## config.mk

```make
export PLATFORM = sky130hd
export DESIGN_NAME = pipeline_hazard_ctrl_flat
export DESIGN_NICKNAME = d
export VERILOG_FILES = /design/src/rtl/pipeline_hazard_ctrl_pkg.sv /design/src/rtl/pipeline_hazard_ctrl_if.sv /design/src/rtl/pipeline_hazard_ctrl_hazard_match.sv /design/src/rtl/pipeline_hazard_ctrl.sv /design/src/flat_wrapper.sv
export SDC_FILE = /design/constraint.sdc
export NUM_CORES = 1
export LEC_CHECK = 0
export BUFFER_PORTS_ARGS = -buffer_cell sky130_fd_sc_hd__buf_2
export CAP_MARGIN = 20
export CORE_AREA = 2 2 45 47
export CTS_CLUSTER_SIZE = 20
export DETAILED_ROUTE_END_ITERATION = 12
export DIE_AREA = 0 0 47 49
export PLACE_DENSITY = 0.75
export SKIP_LAST_GASP = 1
export SYNTH_ARGS = -nofsm -noshare
export SYNTH_HDL_FRONTEND = slang
export SYNTH_HIERARCHICAL = 1
export SYNTH_SLANG_ARGS = --single-unit
```

## constraint.sdc

```tcl
create_clock -name clk -period 3.7 [get_ports clk]
set_input_delay 0.555 -clock clk [delete_from_list [all_inputs] [get_ports clk]]
set_output_delay 0.555 -clock clk [all_outputs]
set_load 0.02 [all_outputs]
```

## src/rtl/pipeline_hazard_ctrl_pkg.sv

```systemverilog
// Shared types for the pipeline hazard controller: FSM states and the
// operand-forwarding select encoding seen by the decode operand muxes.
package cpu_pipe_pkg;

    typedef enum logic [1:0] {
        RUN       = 2'd0,
        INT_ENTRY = 2'd1,
        FLUSH     = 2'd2
    } state_t;

    localparam logic [1:0] FWD_RF = 2'd0;
    localparam logic [1:0] FWD_EX = 2'd1;
    localparam logic [1:0] FWD_WB = 2'd2;

    localparam int CNT_W = 3;

endpackage

```

## src/rtl/pipeline_hazard_ctrl_if.sv

```systemverilog
// Pipeline <-> hazard controller signal bundle. The master side is the
// pipeline (decoder, EX, WB, interrupt source); the slave side is the controller.
interface pipeline_hazard_ctrl_if #(
    parameter int REG_ADDR_W = 5
);
    // No valid/ready pairs: every field is a per-cycle level sampled on each
    // rising clock edge, and int_req is a level held by its source until int_ack.
    logic [REG_ADDR_W-1:0] dec_a_addr;
    logic                  dec_a_rd;
    logic [REG_ADDR_W-1:0] dec_b_addr;
    logic                  dec_b_rd;
    logic [REG_ADDR_W-1:0] ex_wb_addr;
    logic                  ex_wb_en;
    logic                  ex_is_load;
    logic [REG_ADDR_W-1:0] wb_addr;
    logic                  wb_en;
    logic                  ex_branch;
    logic                  branch_taken;
    logic                  int_req;
    logic                  i_flag;

    logic [1:0]            fwd_a_sel;
    logic [1:0]            fwd_b_sel;
    logic                  pc_hold;
    logic                  fetch_stall;
    logic                  dec_nop;
    logic                  pc_mux_override;
    logic                  int_ack;
    logic                  busy;

    modport master (
        output dec_a_addr, dec_a_rd, dec_b_addr, dec_b_rd,
               ex_wb_addr, ex_wb_en, ex_is_load, wb_addr, wb_en,
               ex_branch, branch_taken, int_req, i_flag,
        input  fwd_a_sel, fwd_b_sel, pc_hold, fetch_stall, dec_nop,
               pc_mux_override, int_ack, busy
    );

    modport slave (
        input  dec_a_addr, dec_a_rd, dec_b_addr, dec_b_rd,
               ex_wb_addr, ex_wb_en, ex_is_load, wb_addr, wb_en,
               ex_branch, branch_taken, int_req, i_flag,
        output fwd_a_sel, fwd_b_sel, pc_hold, fetch_stall, dec_nop,
               pc_mux_override, int_ack, busy
    );

endinterface

```

## src/rtl/pipeline_hazard_ctrl_hazard_match.sv

```systemverilog
// Combinational compare of one decode operand against the EX and WB
// destinations, producing the raw forwarding select for that operand.
module hazard_match
    import cpu_pipe_pkg::*;
#(
    parameter int REG_ADDR_W = 5,
    parameter int FWD_EN     = 1
) (
    input  logic [REG_ADDR_W-1:0] op_addr_i,
    input  logic                  op_rd_i,
    input  logic [REG_ADDR_W-1:0] ex_wb_addr_i,
    input  logic                  ex_wb_en_i,
    input  logic                  ex_is_load_i,
    input  logic [REG_ADDR_W-1:0] wb_addr_i,
    input  logic                  wb_en_i,
    output logic                  match_ex_o,
    output logic                  match_wb_o,
    output logic [1:0]            fwd_sel_o
);

    assign match_ex_o = op_rd_i & ex_wb_en_i & (ex_wb_addr_i == op_addr_i);
    assign match_wb_o = op_rd_i & wb_en_i    & (wb_addr_i    == op_addr_i);

    // A load in EX has no data yet, so it falls through to the WB compare.
    always_comb begin
        fwd_sel_o = FWD_RF;
        if (FWD_EN != 0) begin
            if (match_ex_o && !ex_is_load_i) begin
                fwd_sel_o = FWD_EX;
            end else if (match_wb_o) begin
                fwd_sel_o = FWD_WB;
            end
        end
    end

endmodule

```

## src/rtl/pipeline_hazard_ctrl.sv

```systemverilog
// Pipeline hazard controller: forwarding selects, RAW/load-use stalls,
// taken-branch flush sequencing and interrupt entry with acknowledge.
module pipeline_hazard_ctrl
    import cpu_pipe_pkg::*;
#(
    parameter int REG_ADDR_W     = 5,
    parameter int FWD_EN         = 1,
    parameter int BRANCH_BUBBLES = 2
) (
    input  logic                   clk,
    input  logic                   rst,
    pipeline_hazard_ctrl_if.slave  bus,
    output state_t                 dbg_state_o
);

    localparam logic [CNT_W-1:0] BUBBLES = CNT_W'(BRANCH_BUBBLES);

    state_t           state_q, state_d;
    logic [CNT_W-1:0] cnt_q, cnt_d;
    logic             busy_q, pc_mux_q, int_ack_q;

    logic       a_ex, a_wb, b_ex, b_wb;
    logic [1:0] a_sel, b_sel;
    logic       take, raw_stall, stall, in_run;

    hazard_match #(.REG_ADDR_W(REG_ADDR_W), .FWD_EN(FWD_EN)) u_match_a (
        .op_addr_i    (bus.dec_a_addr),
        .op_rd_i      (bus.dec_a_rd),
        .ex_wb_addr_i (bus.ex_wb_addr),
        .ex_wb_en_i   (bus.ex_wb_en),
        .ex_is_load_i (bus.ex_is_load),
        .wb_addr_i    (bus.wb_addr),
        .wb_en_i      (bus.wb_en),
        .match_ex_o   (a_ex),
        .match_wb_o   (a_wb),
        .fwd_sel_o    (a_sel)
    );

    hazard_match #(.REG_ADDR_W(REG_ADDR_W), .FWD_EN(FWD_EN)) u_match_b (
        .op_addr_i    (bus.dec_b_addr),
        .op_rd_i      (bus.dec_b_rd),
        .ex_wb_addr_i (bus.ex_wb_addr),
        .ex_wb_en_i   (bus.ex_wb_en),
        .ex_is_load_i (bus.ex_is_load),
        .wb_addr_i    (bus.wb_addr),
        .wb_en_i      (bus.wb_en),
        .match_ex_o   (b_ex),
        .match_wb_o   (b_wb),
        .fwd_sel_o    (b_sel)
    );

    assign take   = bus.ex_branch & bus.branch_taken;
    assign in_run = (state_q == RUN);

    // Without forwarding any in-flight producer blocks decode until it retires.
    assign raw_stall = (FWD_EN != 0) ? (bus.ex_is_load & (a_ex | b_ex))
                                     : (a_ex | a_wb | b_ex | b_wb);
    assign stall     = in_run & raw_stall & ~take;

    assign bus.fwd_a_sel       = stall ? FWD_RF : a_sel;
    assign bus.fwd_b_sel       = stall ? FWD_RF : b_sel;
    assign bus.pc_hold         = stall;
    assign bus.fetch_stall     = stall;
    assign bus.dec_nop         = ~in_run | take | stall;
    assign bus.pc_mux_override = pc_mux_q;
    assign bus.int_ack         = int_ack_q;
    assign bus.busy            = busy_q;
    assign dbg_state_o         = state_q;

    always_comb begin
        state_d = state_q;
        cnt_d   = cnt_q;
        case (state_q)
            RUN: begin
                if (take) begin
                    state_d = FLUSH;
                    cnt_d   = BUBBLES;
                end else if (!raw_stall && bus.int_req && bus.i_flag) begin
                    state_d = INT_ENTRY;
                end
            end
            INT_ENTRY: begin
                state_d = FLUSH;
                cnt_d   = BUBBLES;
            end
            FLUSH: begin
                if (cnt_q <= CNT_W'(1)) begin
                    state_d = RUN;
                    cnt_d   = '0;
                end else begin
                    cnt_d = cnt_q - CNT_W'(1);
                end
            end
            default: begin
                state_d = RUN;
                cnt_d   = '0;
            end
        endcase
    end

    always_ff @(posedge clk or negedge rst) begin
        if (!rst) begin
            state_q   <= RUN;
            cnt_q     <= '0;
            busy_q    <= 1'b0;
            pc_mux_q  <= 1'b0;
            int_ack_q <= 1'b0;
        end else begin
            state_q   <= state_d;
            cnt_q     <= cnt_d;
            busy_q    <= (state_d != RUN);
            pc_mux_q  <= (state_d == INT_ENTRY);
            int_ack_q <= (state_q == INT_ENTRY);
        end
    end

endmodule
```

## src/flat_wrapper.sv

```systemverilog
// flat-port wrapper written by rule: the top's interface ports become plain ports
module pipeline_hazard_ctrl_flat import cpu_pipe_pkg::*;
#(
    parameter int REG_ADDR_W     = 5,
    parameter int FWD_EN         = 1,
    parameter int BRANCH_BUBBLES = 2
)
  (clk, rst, dbg_state_o, bus_dec_a_addr, bus_dec_a_rd, bus_dec_b_addr, bus_dec_b_rd, bus_ex_wb_addr, bus_ex_wb_en, bus_ex_is_load, bus_wb_addr, bus_wb_en, bus_ex_branch, bus_branch_taken, bus_int_req, bus_i_flag, bus_fwd_a_sel, bus_fwd_b_sel, bus_pc_hold, bus_fetch_stall, bus_dec_nop, bus_pc_mux_override, bus_int_ack, bus_busy);
  pipeline_hazard_ctrl_if #(.REG_ADDR_W(REG_ADDR_W)) bus_i ();
  input  logic clk;
  input  logic rst;
  output state_t dbg_state_o;
  input wire logic [$bits(bus_i.dec_a_addr)-1:0] bus_dec_a_addr;
  input wire logic [$bits(bus_i.dec_a_rd)-1:0] bus_dec_a_rd;
  input wire logic [$bits(bus_i.dec_b_addr)-1:0] bus_dec_b_addr;
  input wire logic [$bits(bus_i.dec_b_rd)-1:0] bus_dec_b_rd;
  input wire logic [$bits(bus_i.ex_wb_addr)-1:0] bus_ex_wb_addr;
  input wire logic [$bits(bus_i.ex_wb_en)-1:0] bus_ex_wb_en;
  input wire logic [$bits(bus_i.ex_is_load)-1:0] bus_ex_is_load;
  input wire logic [$bits(bus_i.wb_addr)-1:0] bus_wb_addr;
  input wire logic [$bits(bus_i.wb_en)-1:0] bus_wb_en;
  input wire logic [$bits(bus_i.ex_branch)-1:0] bus_ex_branch;
  input wire logic [$bits(bus_i.branch_taken)-1:0] bus_branch_taken;
  input wire logic [$bits(bus_i.int_req)-1:0] bus_int_req;
  input wire logic [$bits(bus_i.i_flag)-1:0] bus_i_flag;
  output wire logic [$bits(bus_i.fwd_a_sel)-1:0] bus_fwd_a_sel;
  output wire logic [$bits(bus_i.fwd_b_sel)-1:0] bus_fwd_b_sel;
  output wire logic [$bits(bus_i.pc_hold)-1:0] bus_pc_hold;
  output wire logic [$bits(bus_i.fetch_stall)-1:0] bus_fetch_stall;
  output wire logic [$bits(bus_i.dec_nop)-1:0] bus_dec_nop;
  output wire logic [$bits(bus_i.pc_mux_override)-1:0] bus_pc_mux_override;
  output wire logic [$bits(bus_i.int_ack)-1:0] bus_int_ack;
  output wire logic [$bits(bus_i.busy)-1:0] bus_busy;
  assign bus_i.dec_a_addr = bus_dec_a_addr;
  assign bus_i.dec_a_rd = bus_dec_a_rd;
  assign bus_i.dec_b_addr = bus_dec_b_addr;
  assign bus_i.dec_b_rd = bus_dec_b_rd;
  assign bus_i.ex_wb_addr = bus_ex_wb_addr;
  assign bus_i.ex_wb_en = bus_ex_wb_en;
  assign bus_i.ex_is_load = bus_ex_is_load;
  assign bus_i.wb_addr = bus_wb_addr;
  assign bus_i.wb_en = bus_wb_en;
  assign bus_i.ex_branch = bus_ex_branch;
  assign bus_i.branch_taken = bus_branch_taken;
  assign bus_i.int_req = bus_int_req;
  assign bus_i.i_flag = bus_i_flag;
  assign bus_fwd_a_sel = bus_i.fwd_a_sel;
  assign bus_fwd_b_sel = bus_i.fwd_b_sel;
  assign bus_pc_hold = bus_i.pc_hold;
  assign bus_fetch_stall = bus_i.fetch_stall;
  assign bus_dec_nop = bus_i.dec_nop;
  assign bus_pc_mux_override = bus_i.pc_mux_override;
  assign bus_int_ack = bus_i.int_ack;
  assign bus_busy = bus_i.busy;
  pipeline_hazard_ctrl #(.REG_ADDR_W(REG_ADDR_W), .FWD_EN(FWD_EN), .BRANCH_BUBBLES(BRANCH_BUBBLES)) u_core (.clk(clk), .rst(rst), .bus(bus_i), .dbg_state_o(dbg_state_o));
endmodule
```

==> results.py, run 1 <==
metrics = {
    "logic_synthesis": {
        "syn_avg_cell_area_um2": 9.05,
        "syn-num-nets": 110,
        "synthCells": 77,
        "syn_area_um2": 697,
        "yosys_warnings": 6,
    },
    "pwr": {
        "ir_worst_vdd_v": 0.000210,
        "power_density_nw_per_um2": 444,
        "total_power_uw": 425,
        "leakage_uw": 0.000452,
    },
    "timing": {
        "rsz0062_at_grt": "false",
        "finalClockSkew_ns": 0.00772,
        "max_freq_mhz": 414,
        "slew-limit-headroom": 0.777,
        "min_period_over_period": 0.653,
        "hold_violations": 0,
        "setup_viol": 0,
        "tns_ns": 0,
        "slew_viol_final": 0,
        "worstMarginPinSlew_ns": 0.334,
        "period_minus_slack_ns": 2.42,
    },
    "setup_path": {
        "cp_top_family": "simple AND/OR/NAND/NOR gates",
        "worst_setup_path_start_kind": "input pin",
        "critPathArrivalTime_ns": 1.86,
        "slowest_delay_ns": 0.30,
        "slowest_stage": "nor3_1",
        "crit_path_cell_trace": "buf_2, xnor2_1, nand4_1, nor3_1, o21ai_2, nor3_4, nor2b_1, buf_2",
        "critPathCaptureType": "output pin",
        "cp.required_ns": 3.14,
        "worst-path-buf-inv": 2,
        "path_max_fanout": 6,
        "crit_path_frequent_cell": "buf_2",
        "critical_path_class": "in2out",
    },
    "global_routing": {
        "grt_start_max_net_pins": 11,
        "grt_pass1_wl_um": 2630,
        "use_met3": 0.0370,
        "met2_usage": 0.274,
        "gr-total-overflow": 0,
        "grt_pass1_vias": 674,
        "busiest_layer": "met2",
        "grtUsageTotal": 0.153,
        "use_met1": 0.164,
        "antenna_found_initial": 0,
    },
    "clock_network": {
        "cts_tree": "yes",
        "cts_max_level": 1,
        "ctsResizeCount": 0,
        "clockBufferDepth": 2,
        "path_clk_slew_ns": 0.06,
        "clock_sinks": 8,
        "post-cts-setup-buffers": 0,
        "cts_buffers": 3,
        "cts-root-buf": "clkbuf_4",
        "cts_hold_buf": 0,
        "clk_latency_ns": 0.25,
    },
    "job": {
        "drv_cap": 0,
    },
    "floorplan": {
        "rows": 16,
        "die_h_um": 49,
        "core_um2": 1840,
        "ioPinCount": 43,
        "die_w_um": 47,
        "die-area_um2": 2300,
        "initial_core_util": 0.378,
    },
    "final_layout": {
        "nNetsFinal": 156,
        "final_cell_mix": "buf_2 (42), xnor2_1 (18), dfrtp_1 (8)",
        "layout_commonest_cell": "buf_2",
        "layout-drive-gt1-share": 0.438,
        "diodes": 0,
        "nFillCells": 187,
        "area_growth_pct": 37.2,
    },
    "route": {
        "wl_per_cell_um": 10.6,
        "dr.pass1.iters": 4,
        "drtIter0Drc": 8,
        "drc_errors": 0,
        "drtAntennaViolNets": 0,
        "vias": 719,
        "via_per_inst": 4.86,
        "wirelength_um": 1570,
    },
    "placement": {
        "gp_congestion": 0.754,
        "hpwlAfterDp_um": 1370,
        "portBuffers": 42,
    },
    "min_path": {
        "hold_path.class": "in2async",
    },
    "run_status": {
        "outcome": "completed",
    },
}
routing by layer:
metal  routed length [µm]  vias up
met5                    0        -
met1                  565      320
met3                  165        4
met4                   22        0
li1                     -      357
met2                  814       38
area by class of cell:
class                   instances  area (µm²)  share of cell area
clock buffers                   3        22.5              0.0236
repair buffers                 42         210               0.220
well taps                      27        33.8              0.0353
inverters                       2        7.51             0.00785
flip-flops and latches          8         200               0.209
multi-input cells              66         482               0.504
sequential cells by signal (all words and copies together) (netlist names):
| register | cells |
|---|---|
| u_core/cnt_q | 3 |
| u_core/bus.pc_mux_override | 1 |
| u_core/bus.busy | 1 |
| u_core/bus.int_ack | 1 |
| u_core/dbg_state_o | 2 |
worst paths after layout:
check                                  start                     to  slack (ns)  depth (start not counted)
min in group clk             u_core/cnt_q[0]        u_core/cnt_q[0]        0.55                          1
max                        bus_ex_wb_addr[1]       bus_fwd_a_sel[1]        1.28                          8
max reg2reg                  u_core/cnt_q[1]        u_core/bus.busy        2.47                          5
min                                      rst        u_core/cnt_q[0]        0.13                          1
min reg2reg                  u_core/cnt_q[0]        u_core/cnt_q[0]        0.55                          1
max in group asynchronous                rst  u_core/dbg_state_o[0]        3.40                          1
report_power, final:
part	total (µW)	switching, µW	internal [µW]
logic	205	113	91.7
registers	153	34.9	118
clock network	66.4	29.3	37.1
metrics by stage:
step / instances / instance area, µm² / util / setup WS (ns) / hold WS, ns
after floorplan: 77 / 697 / - / 1.44 / 0.259
after global placement: 145 / 933 / 0.507 / 1.34 / 0.403
after detailed placement: 145 / 933 / 0.507 / 1.28 / 0.408
after CTS: 148 / 956 / 0.519 / 1.28 / 0.129
after global routing: 148 / 956 / 0.519 / 1.10 / 0.127
final: 148 / 956 / 0.519 / 1.28 / 0.130
(Power assumes the default switching activity.)
==> run 2: changes to the inputs <==
--- a/config.mk
+++ b/config.mk
@@ -7,11 +7,11 @@
 export LEC_CHECK = 0
 export BUFFER_PORTS_ARGS = -buffer_cell sky130_fd_sc_hd__buf_2
 export CAP_MARGIN = 20
-export CORE_AREA = 2 2 45 47
+export CORE_AREA = 2 2 47 49
 export CTS_CLUSTER_SIZE = 20
 export DETAILED_ROUTE_END_ITERATION = 12
-export DIE_AREA = 0 0 47 49
-export PLACE_DENSITY = 0.75
+export DIE_AREA = 0 0 49 51
+export PLACE_DENSITY = 0.72
 export SKIP_LAST_GASP = 1
 export SYNTH_ARGS = -nofsm -noshare
 export SYNTH_HDL_FRONTEND = slang
==> constraint.sdc (replaced) <==
create_clock -name clk -period 2.1 [get_ports clk]
set_input_delay 0.315 -clock clk [delete_from_list [all_inputs] [get_ports clk]]
set_output_delay 0.315 -clock clk [all_outputs]
set_load 0.02 [all_outputs]
==> results.py, run 2 (synthesized netlist as in run 1, its figures left out) <==
metrics = {
    "global_routing": {
        "busiest_layer": "met2",
        "grt_pass1_wl_um": 2840,
        "grt_pass1_vias": 688,
        "antenna_found_initial": 0,
        "grtUsageTotal": 0.145,
        "use_met1": 0.151,
        "grt_start_max_net_pins": 11,
        "met2_usage": 0.301,
        "use_met3": 0.0234,
        "gr-total-overflow": 0,
    },
    "setup_path": {
        "crit_path_cell_trace": "buf_2, xnor2_1, nand4_1, nor3_1, o21ai_2, nor3_4, nor2b_1, buf_2",
        "worst-path-buf-inv": 2,
        "path_max_fanout": 6,
        "rrSetupSlack_ns": 0.88,
        "slowest_delay_ns": 0.26,
        "crit_path_frequent_cell": "buf_2",
        "critPathArrivalTime_ns": 1.62,
        "slowest_stage": "nor3_1",
        "cp_top_family": "simple AND/OR/NAND/NOR gates",
        "critPathCaptureType": "output pin",
        "critical_path_class": "in2out",
        "cp.required_ns": 1.78,
        "worst_setup_path_start_kind": "input pin",
    },
    "pwr": {
        "p_comb_frac": 0.482,
        "p_int_uw": 436,
        "seqPwrFrac": 0.363,
        "swShare": 0.420,
        "ir_worst_vdd_v": 0.000379,
        "clkPwrFrac": 0.154,
        "p_sw_uw": 316,
        "leakage_uw": 0.000456,
        "power_density_nw_per_um2": 773,
    },
    "timing": {
        "finalClockSkew_ns": 0.00246,
        "min_period_over_period": 0.920,
        "slew-limit-headroom": 0.774,
        "rsz0062_at_grt": "false",
        "slew_viol_final": 0,
        "period_minus_slack_ns": 1.93,
        "max_freq_mhz": 518,
        "timing.final.ws_setup_ns": 0.168,
        "worstMarginPinSlew_ns": 0.338,
        "setup_viol": 0,
        "hold_violations": 0,
        "tns_ns": 0,
    },
    "final_layout": {
        "top_register": "u_core/cnt_q",
        "nFillCells": 224,
        "regArea_um2": 200,
        "layout-drive-gt1-share": 0.443,
        "diodes": 0,
        "multi_input_area_um2": 487,
        "final_cell_mix": "buf_2 (42), xnor2_1 (18), dfrtp_1 (8)",
        "area_growth_pct": 39.5,
        "layout_commonest_cell": "buf_2",
        "largest_register_ffs": 3,
        "nNetsFinal": 157,
    },
    "clock_network": {
        "clk_latency_ns": 0.25,
        "cts_max_level": 1,
        "clock_sinks": 8,
        "cts_tree": "yes",
        "path_clk_slew_ns": 0.05,
        "cts_buffers": 3,
        "clockBufferDepth": 2,
        "cts-root-buf": "clkbuf_4",
        "post-cts-setup-buffers": 0,
    },
    "floorplan": {
        "die_h_um": 51,
        "initial_core_util": 0.338,
        "ioPinCount": 43,
        "die-area_um2": 2500,
        "core_um2": 2060,
        "rows": 17,
        "die_w_um": 49,
    },
    "run_status": {
        "outcome": "completed",
    },
    "route": {
        "wl_per_cell_um": 11.2,
        "drtAntennaViolNets": 0,
        "via_per_inst": 4.79,
        "dr.pass1.iters": 3,
        "wirelength_um": 1690,
        "vias": 718,
        "drc_errors": 0,
        "drtIter0Drc": 3,
    },
    "min_path": {
        "hold_path.class": "in2reg",
    },
    "placement": {
        "portBuffers": 42,
        "hpwlAfterDp_um": 1530,
        "dp_slack_ns": 0.139,
        "gp_congestion": 0.732,
    },
    "job": {
        "drv_cap": 0,
    },
}
[run 2: worst paths after layout]
check | cells after the start | from | endpoint
max reg2reg | 5 | u_core/cnt_q[1] | u_core/bus.busy
max | 8 | bus_ex_wb_addr[1] | bus_fwd_b_sel[1]
max in group asynchronous | 2 | rst | u_core/bus.int_ack
min | 3 | bus_int_req | u_core/bus.pc_mux_override
min in group asynchronous | 2 | rst | u_core/cnt_q[2]
min reg2reg | 1 | u_core/cnt_q[0] | u_core/cnt_q[0]
[run 2: metal layers]
| metal | up-vias | part of all wire | routed length [µm] |
|---|---|---|---|
| met1 | 324 | 0.37 | 631 |
| li1 | 360 | - | - |
| met2 | 34 | 0.55 | 921 |
| met4 | 0 | 0 | 0 |
| met3 | 0 | 0.079 | 133 |
| met5 | - | 0 | 0 |
[run 2: tightest hold or removal path, cell delays in order]
cell and delay (ns):
buf_2 0.11, nand2_1 0.07, nor2_1 0.05
[run 2: repair_timing]
item                                    in CTS  in global routing
hold buffers                                 1                  0
endpoints found under the setup margin       0                  2
hold endpoints to repair                     8                  0
gates resized for setup                      0                  1
[run 2: power by group through the flow]
stage	Sequential, µW	Clock, µW	Combinational [µW]
6_report	273	116	362
5_1_grt	284	127	392
4_1_cts	276	119	368
3_5_place_dp	276	0	366
3_3_place_gp	275	0	347
2_1_floorplan	296	0	210
[run 2: final cells by class]
| type | count | share of cell area |
|---|---|---|
| sequential | 8 | 0.206 |
| clock buffer | 3 | 0.0232 |
| tap | 28 | 0.0360 |
| inverter | 2 | 0.00772 |
| timing repair buffer | 43 | 0.227 |
| multi-input combinational | 66 | 0.501 |
[run 2: stage by stage]
step	std cells	util	power, µW	area, µm²	hold slack (ns)
finish	150	0.471	751	972	0.327
global route	150	0.471	804	972	0.327
global placement	146	0.453	622	935	0.162
CTS	150	0.469	763	967	0.319
floorplan	77	-	506	697	0.0194
detailed placement	146	0.453	642	935	0.169
